File: config.mk
export PLATFORM = sky130hd
export DESIGN_NAME = eggtimer_ctrl
export DESIGN_NICKNAME = d
export VERILOG_FILES = /design/src/rtl/eggtimer_pkg.sv /design/src/rtl/bcd_entry_reg.sv /design/src/rtl/eggtimer_ctrl.sv
export SDC_FILE = /design/constraint.sdc
export NUM_CORES = 1
export LEC_CHECK = 0
export BUFFER_PORTS_ARGS = -buffer_cell sky130_fd_sc_hd__buf_2
export CAP_MARGIN = 20
export CORE_ASPECT_RATIO = 0.8
export CORE_MARGIN = 3
export CORE_UTILIZATION = 36
export CTS_CLUSTER_SIZE = 28
export DETAILED_ROUTE_END_ITERATION = 7
export SYNTH_ARGS = -nofsm -noshare
export SYNTH_HDL_FRONTEND = slang
export SYNTH_SLANG_ARGS = --single-unit
File: constraint.sdc
create_clock -name clk -period 1.85 [get_ports clk]
set_clock_uncertainty 0.05 [all_clocks]
set_input_delay 0.0925 -clock clk [delete_from_list [all_inputs] [get_ports clk]]
set_output_delay 0.0925 -clock clk [all_outputs]
set_load 0.1 [all_outputs]
File: src/rtl/eggtimer_pkg.sv
// Shared types and constants for the egg timer control path.
// Imported by the entry register and the control FSM.
package eggtimer_pkg;

    localparam int DIGIT_W = 4;
    localparam logic [DIGIT_W-1:0] MAX_TENS_SEC = 4'd5;
    localparam logic [DIGIT_W-1:0] MAX_DIGIT = 4'd9;

    typedef enum logic [2:0] {
        S_IDLE  = 3'd0,
        S_ENTRY = 3'd1,
        S_LOAD  = 3'd2,
        S_RUN   = 3'd3,
        S_PAUSE = 3'd4,
        S_ALARM = 3'd5
    } state_t;

endpackage

File: src/rtl/bcd_entry_reg.sv
// Four-digit BCD shift register for keypad entry of an mm:ss setting.
// New digits enter at the seconds position; the tens-of-minutes digit drops out.
module bcd_entry_reg
    import eggtimer_pkg::*;
(
    input  logic               clk,
    input  logic               reset,
    input  logic               shift,
    input  logic               clear,
    input  logic [DIGIT_W-1:0] digit,
    output logic [DIGIT_W-1:0] s,
    output logic [DIGIT_W-1:0] ts,
    output logic [DIGIT_W-1:0] m,
    output logic [DIGIT_W-1:0] tm,
    output logic               all_zero,
    output logic               valid
);

    logic [4*DIGIT_W-1:0] r;

    always_ff @(posedge clk or negedge reset) begin
        if (!reset) begin
            r <= '0;
        end else if (clear) begin
            r <= '0;
        end else if (shift) begin
            r <= {r[3*DIGIT_W-1:0], digit};
        end
    end

    assign s  = r[DIGIT_W-1:0];
    assign ts = r[2*DIGIT_W-1:DIGIT_W];
    assign m  = r[3*DIGIT_W-1:2*DIGIT_W];
    assign tm = r[4*DIGIT_W-1:3*DIGIT_W];

    assign all_zero = (r == '0);
    assign valid    = (ts <= MAX_TENS_SEC);

endmodule

File: src/rtl/eggtimer_ctrl.sv
// Egg timer control FSM: keypad entry, load/run/pause of time_count,
// countdown expiry detection and a timed alarm.
module eggtimer_ctrl
    import eggtimer_pkg::*;
#(
    parameter int unsigned ALARM_SECS = 5
) (
    input  logic       clk,
    input  logic       reset,
    input  logic       pulse_1s,
    input  logic       key_strobe,
    input  logic [3:0] key_val,
    input  logic       btn_start,
    input  logic       btn_stop,
    input  logic       btn_clear,
    input  logic [3:0] seconds,
    input  logic [3:0] tens_seconds,
    input  logic [3:0] minutes,
    input  logic [3:0] tens_minutes,
    output logic [3:0] seconds_prog,
    output logic [3:0] tens_seconds_prog,
    output logic [3:0] minutes_prog,
    output logic [3:0] tens_minutes_prog,
    output logic       load,
    output logic       timer_on,
    output logic       alarm,
    output logic       entry_err,
    output logic [2:0] state_o
);

    localparam logic [3:0] ALARM_LAST = 4'(ALARM_SECS - 1);

    state_t     state;
    state_t     state_n;
    logic [3:0] acnt;
    logic [3:0] acnt_n;
    logic       shift;
    logic       clr;
    logic       err_n;
    logic       all_zero;
    logic       valid;
    logic       key_ok;
    logic       expired;

    bcd_entry_reg u_entry (
        .clk      (clk),
        .reset    (reset),
        .shift    (shift),
        .clear    (clr),
        .digit    (key_val),
        .s        (seconds_prog),
        .ts       (tens_seconds_prog),
        .m        (minutes_prog),
        .tm       (tens_minutes_prog),
        .all_zero (all_zero),
        .valid    (valid)
    );

    assign key_ok  = key_strobe && (key_val <= MAX_DIGIT);
    assign expired = (seconds == 4'd0) && (tens_seconds == 4'd0) &&
                     (minutes == 4'd0) && (tens_minutes == 4'd0);

    always_comb begin
        state_n = state;
        acnt_n  = 4'd0;
        shift   = 1'b0;
        clr     = 1'b0;
        err_n   = 1'b0;
        if (btn_clear) begin
            state_n = S_IDLE;
            clr     = 1'b1;
        end else begin
            unique case (state)
                S_IDLE, S_ENTRY: begin
                    if (btn_start) begin
                        if (!all_zero && valid) state_n = S_LOAD;
                        else                    err_n   = 1'b1;
                    end else if (key_ok) begin
                        shift   = 1'b1;
                        state_n = S_ENTRY;
                    end
                end
                S_LOAD: state_n = S_RUN;
                S_RUN: begin
                    if (btn_stop)     state_n = S_PAUSE;
                    else if (expired) state_n = S_ALARM;
                end
                S_PAUSE: begin
                    if (btn_stop) begin
                        state_n = S_IDLE;
                        clr     = 1'b1;
                    end else if (btn_start) begin
                        state_n = S_RUN;
                    end
                end
                S_ALARM: begin
                    // Any user action silences the buzzer; keys are not captured.
                    if (btn_stop || btn_start || key_ok) begin
                        state_n = S_IDLE;
                    end else if (pulse_1s) begin
                        if (acnt == ALARM_LAST) state_n = S_IDLE;
                        else                    acnt_n  = acnt + 4'd1;
                    end else begin
                        acnt_n = acnt;
                    end
                end
                default: state_n = S_IDLE;
            endcase
        end
    end

    always_ff @(posedge clk or negedge reset) begin
        if (!reset) begin
            state     <= S_IDLE;
            acnt      <= 4'd0;
            load      <= 1'b0;
            timer_on  <= 1'b0;
            alarm     <= 1'b0;
            entry_err <= 1'b0;
        end else begin
            state     <= state_n;
            acnt      <= acnt_n;
            load      <= (state_n == S_LOAD);
            timer_on  <= (state_n == S_RUN);
            alarm     <= (state_n == S_ALARM);
            entry_err <= err_n;
        end
    end

    assign state_o = state;

endmodule
==> flow_summary.yaml, run 1 <==
global_routing:
  grt_usage: 0.1543
  grt_max_degree: 28
  grt_pass1_vias: 1132
  grt_pass1_wl_mm: 5.430
  antenna_found_initial: 0
  overflow: 0
yosys:
  synth_most_common_cell: "dfrtp_1"
  synthesis.nets: 153
  synth_async_sr_flop_share: 1.000
  synth_top_area_frac: 0.5014
  synth_edf_count: 0
  synth_top_flop_cell: "dfrtp_1"
  synth-seq-cells: 27
  ys_warn_count: 0
  syn_area_um2: 1348
  netlist_top_cells_count: "dfrtp_1, nor2_1, mux2i_1"
  yosysSeqAreaShare: 0.5014
  synth_top_cell_by_area: "dfrtp_1"
  synth_area_leaders: "dfrtp_1, mux2i_1, nor2_1, nor4_1, a2111oi_4"
  avgSynthCellArea_um2: 10.87
  synthDistinctLibCells: 36
  netlist_instances: 124
floorplan:
  die_w_um: 74.40
  num_rows: 19
  core-area_um2: 3518
  start_util: 0.3830
  die_area_um2: 4518
  io_pins: 50
  dieHeight_um: 60.72
clocking:
  cts_max_level: 1
  cts_setup_buffers: 0
  cts.path.max_buffers: 2
  clock_sinks: 27
  cts_buffers: 3
  insertion_delay_ps: 280
  post_cts_resize_count: 0
  ctsRootBufferMaster: "clkbuf_8"
  clkSlewWorstSetupHoldPaths_ps: 90
  cts_tree: "done"
drt:
  vias_per_cell: 5.409
  wire_per_inst_um: 14.85
  drtIter0Drc: 102
  postRouteAntennaNets: 0
  first_pass_iters: 5
  routed-wl-met3_um: 171
  routed.top_layer: "met4"
  vias: 1190
  wl_met2_mm: 1.543
  route.detailed.drc: 0
  drt-total-wl_mm: 3.267
  met1_length_mm: 1.538
critical_path:
  r2r-end: "alarm"
  cp-end-kind: "flip-flop"
  critPathMaxFanout: 8
  r2r_cells: 4
  crit_required_ps: 2000
  path_class: "flip-flop to flip-flop"
  slowest_delay_ps: 560
  reg2reg_from: "state_o[1]"
  reg2reg_slack_ps: 170
  startpoint_type: "flip-flop"
  worstPathArrival_ps: 1830
  worstPathCellList: "or4b_4 > a2111oi_4 > a211oi_2 > a22oi_1"
  cp_slowest_cell: "or4b_4"
sta:
  fin_tns_setup_ps: 0
  min_period_over_period: 0.9086
  setup_viol: 0
  finalHoldViolCount: 0
  rsz0062_at_grt: "no"
  worstMarginPinSlew_ps: 610.1
  fmax_mhz: 594.9
  relSlewSlack: 0.5932
  holdWs_ps: 11.48
  period_minus_slack_ps: 1681
  drv_slew: 0
finish:
  drive_above_1_share: 0.4157
  area_growth_pct: 28.88
  finalNetCount: 208
  antenna_cells: 0
  n_fill_cell: 362
  finalNonFillerCells: 220
hold_path:
  whs_path_depth: 3
  hp-start: "key_val[0]"
  hold_path.class: "primary input to flip-flop"
  min_to: "u_entry.r[0]"
status:
  outcome: "complete, no violations"
power:
  max-vdd-ir-drop_mv: 0.3470
  power.leakage_nw: 0.9340
  cellPowerDensity_nw_per_um2: 756.9
placed_design:
  place.gp.congestion: 0.8866
  portBuffers: 49
  hpwl_mm: 2.501
  dp_cells: 215
job:
  maxCapViolCount: 0
sequential cells by signal, indices dropped and copies added, names as in the netlist:
register / flops
acnt: 4
alarm: 1
entry_err: 1
load: 1
state_o: 3
timer_on: 1
u_entry.r: 16
routing by layer:
metal,global-route usage,up-vias
met1,0.2259,594
met2,0.2378,29
met4,0.02284,0
met3,0.03808,3
li1,-,564
met5,0,-
worst max-delay path, delay by kind of cell, from the launching register on:
kind / cells / cell delay (ps)
and+or+nand+nor: 1 / 560
DFF: 1 / 460
AOI/OAI and AO/OA: 3 / 530
metrics by stage:
step,utilization,power (W),cell area (µm²),setup slack (ps)
3_5_place_dp,0.4769,0.0009801,1678,193.7
5_1_grt,0.4936,0.001370,1737,31.91
6_report,0.4936,0.001315,1737,169.1
2_1_floorplan,-,0.0008832,1380,4.579
3_3_place_gp,0.4769,0.0009785,1678,217.7
4_1_cts,0.4936,0.001327,1737,170.2
layout by cell type (no fill, tap or decap), types with 2 or more instances in the layout:
master / synthesis / final
a2111oi_0: 2 / 2
a21oi_1: 5 / 5
a31oi_1: 2 / 2
buf_2: 1 / 49
buf_4: 1 / 3
clkbuf_8: 0 / 3
dfrtp_1: 27 / 15
dfrtp_2: 0 / 11
ha_1: 2 / 2
inv_1: 5 / 5
mux2i_1: 17 / 17
nand2_1: 7 / 7
nand4_1: 3 / 3
nor2_1: 21 / 21
nor4_1: 7 / 7
xor2_1: 2 / 2
cell type report:
class	instances	area [µm²]	share of cell area
sequential	27	693.2	0.3991
multi-input combinational	88	641.9	0.3696
timing repair buffer	53	277.8	0.1599
tap	42	52.55	0.03026
clock buffer	3	41.29	0.02378
inverter	6	22.52	0.01297
clock inverter	1	7.507	0.004323
report_power, final:
part | internal (W) | switching (W) | leakage [nW]
sequential | 0.000611 | 0.0000223 | 0.354
clock | 0.000153 | 0.000191 | 0.0217
combinational | 0.0000855 | 0.000252 | 0.558
total | 0.000849 | 0.000465 | 0.934
worst max-delay path by stage:
stage,start,endpoint,slack [ps],cells after the start
global route,u_entry.r[9],alarm,30,4
finish,state_o[1],alarm,170,4
detailed placement,state_o[1],alarm,190,4
CTS,state_o[1],alarm,170,4
floorplan,u_entry.r[6],alarm,5,3
global placement,state_o[1],alarm,220,4
logic make-up (layout without fill, tap and decap cells):
group / count (synthesis) / count (layout) / synth area share
AND/OR/NAND/NOR: 47 / 47 / 0.1866
multiplexers: 17 / 17 / 0.1263
AO/OA/AOI/OAI: 19 / 19 / 0.1189
XOR/XNOR: 3 / 3 / 0.01950
flip-flops: 27 / 27 / 0.5014
buffers and inverters: 9 / 63 / 0.02878
adder cells (fa/ha/maj): 2 / 2 / 0.01857
what timing repair did:
action,CTS,global route
endpoints found under the setup margin,0,0
hold endpoints to repair,27,0
hold buffers,1,0
No activity file was read; power rests on OpenSTA's default activity.
==> inputs of run 2 (changes only) <==
--- a/config.mk
+++ b/config.mk
@@ -14,2 +14,3 @@
 export DETAILED_ROUTE_END_ITERATION = 7
+export SKIP_LAST_GASP = 1
 export SYNTH_ARGS = -nofsm -noshare
==> constraint.sdc (replaced) <==
create_clock -name clk -period 1.5 [get_ports clk]
set_clock_uncertainty 0.05 [all_clocks]
set_input_delay 0.075 -clock clk [delete_from_list [all_inputs] [get_ports clk]]
set_output_delay 0.075 -clock clk [all_outputs]
set_load 0.02 [all_outputs]
==> flow_summary.yaml, run 2 (synthesis gave the netlist of run 1 again) <==
clocking:
  insertion_delay_ps: 270
  cts_tree: "done"
  cts.path.max_buffers: 2
  cts_setup_buffers: 0
  clkSlewWorstSetupHoldPaths_ps: 90
  ctsRootBufferMaster: "clkbuf_8"
  cts_max_level: 1
  clock_sinks: 27
  cts_buffers: 3
floorplan:
  dieHeight_um: 60.72
  core-area_um2: 3518
  io_pins: 50
  start_util: 0.3830
  num_rows: 19
  die_w_um: 74.40
  die_area_um2: 4518
drt:
  postRouteAntennaNets: 0
  vias_per_cell: 5.317
  vias: 1292
  drtIter0Drc: 93
  drt-total-wl_mm: 3.687
  wire_per_inst_um: 15.17
  first_pass_iters: 4
  route.detailed.drc: 0
power:
  power.leakage_nw: 1.091
  clkPwrFrac: 0.271
  swShare: 0.2845
  cellPowerDensity_nw_per_um2: 780.0
  p_comb_frac: 0.228
  p_total_w: 0.001532
  max-vdd-ir-drop_mv: 0.4337
  seqPwrFrac: 0.501
  internal_power_w: 0.001096
  p_switching_w: 0.0004359
critical_path:
  crit_family: "compound AO/OA/AOI/OAI gates"
  worstPathArrival_ps: 1760
  cp_slowest_cell: "or4b_4"
  slowest_delay_ps: 520
  startpoint_type: "flip-flop"
  path_class: "flip-flop to flip-flop"
  critPathMaxFanout: 4
  crit_required_ps: 1640
  worstPathCellList: "or4b_4 > a2111oi_4 > a211oi_2 > a22oi_1"
  cp-end-kind: "flip-flop"
  cp.buffers_inverters: 0
finish:
  largest_register_ffs: 16
  layout_commonest_cell: "buf_2"
  layout_common_cells: "buf_2, dfrtp_1, buf_4"
  antenna_cells: 0
  regMostFlops: "u_entry.r"
  drive_above_1_share: 0.4577
  finalNonFillerCells: 243
  area_growth_pct: 45.78
  finalNetCount: 231
sta:
  finalHoldViolCount: 0
  rsz0062_at_grt: "yes"
  setup_viol: 6
  period_minus_slack_ps: 1621
  worstMarginPinSlew_ps: 633.9
  relSlewSlack: 0.5774
  drv_slew: 0
  min_period_over_period: 1.081
  fin_ws_ps: -121.3
  fmax_mhz: 616.8
job:
  maxCapViolCount: 0
global_routing:
  grt_usage: 0.1696
  grt_pass1_vias: 1209
  grt_max_degree: 28
  overflow: 0
  grt_pass1_wl_mm: 5.816
  antenna_found_initial: 0
status:
  violations: "negative setup slack"
  outcome: "complete, but fails checks"
placed_design:
  dp_cells: 235
  hpwl_mm: 2.769
  pre_cts_ws_ps: -108.6
  portBuffers: 49
  place.gp.congestion: 0.9118
hold_path:
  hold_path.class: "primary input to flip-flop"
run 2: cell type report:
class                      instances  area (µm²)
fill                             310        1554
sequential                        27       678.2
multi-input combinational         88       676.9
timing repair buffer              76       489.2
tap                               42       52.55
clock buffer                       4       45.04
inverter                           6       22.52
run 2: worst paths after layout:
| check | startpoint | end | slack [ps] | depth (start not counted) |
|---|---|---|---|---|
| min in group asynchronous | reset | u_entry.r[13] | 300 | 2 |
| worst max register to register | state_o[1] | alarm | -120 | 4 |
| worst min register to register | u_entry.r[15] | u_entry.r[15] | 520 | 2 |
| max in group asynchronous | reset | state_o[1] | 650 | 2 |
| worst max-delay path | state_o[1] | alarm | -120 | 4 |
| worst min-delay path | key_val[2] | u_entry.r[2] | 3 | 3 |
run 2: per-layer routing:
metal  global-route usage  share of wire  up-vias
met5                    0              0        -
met4              0.03046         0.0060        0
met3              0.03974          0.055        2
met2               0.2703           0.49       44
met1               0.2402           0.45      635
li1                     -              -      611
run 2: what timing repair did:
action	in CTS	in global routing
cloned	0	1
hold endpoints to repair	29	0
pin swaps	1	4
setup endpoints to repair	7	24
gates resized for setup	2	9
hold buffers	3	0
run 2: worst reg2reg max path, delay by kind of cell (launching register included):
kind / cells / cell delay, ps
AO/OA/AOI/OAI: 3 / 540
AND/OR/NAND/NOR: 1 / 520
flip-flops: 1 / 430
run 2: metrics by stage:
stage	area (µm²)	util	hold slack (ps)	TNS, ps
finish	1964	0.5583	3.266	-413.5
global route	1964	0.5583	20.10	-1403
CTS	1908	0.5423	2.178	-386.7
detailed placement	1826	0.5188	69.60	-430.8
global placement	1826	0.5188	59.95	-193.8
floorplan	1365	-	-270.6	-1320
run 2: power groups by stage:
stage	Sequential [W]	Clock (W)	Combinational, W
4_1_cts	0.000766	0.000431	0.000332
3_5_place_dp	0.000780	0	0.000323
2_1_floorplan	0.000817	0	0.000126
6_report	0.000767	0.000416	0.000349
5_1_grt	0.000769	0.000455	0.000380
3_3_place_gp	0.000778	0	0.000323
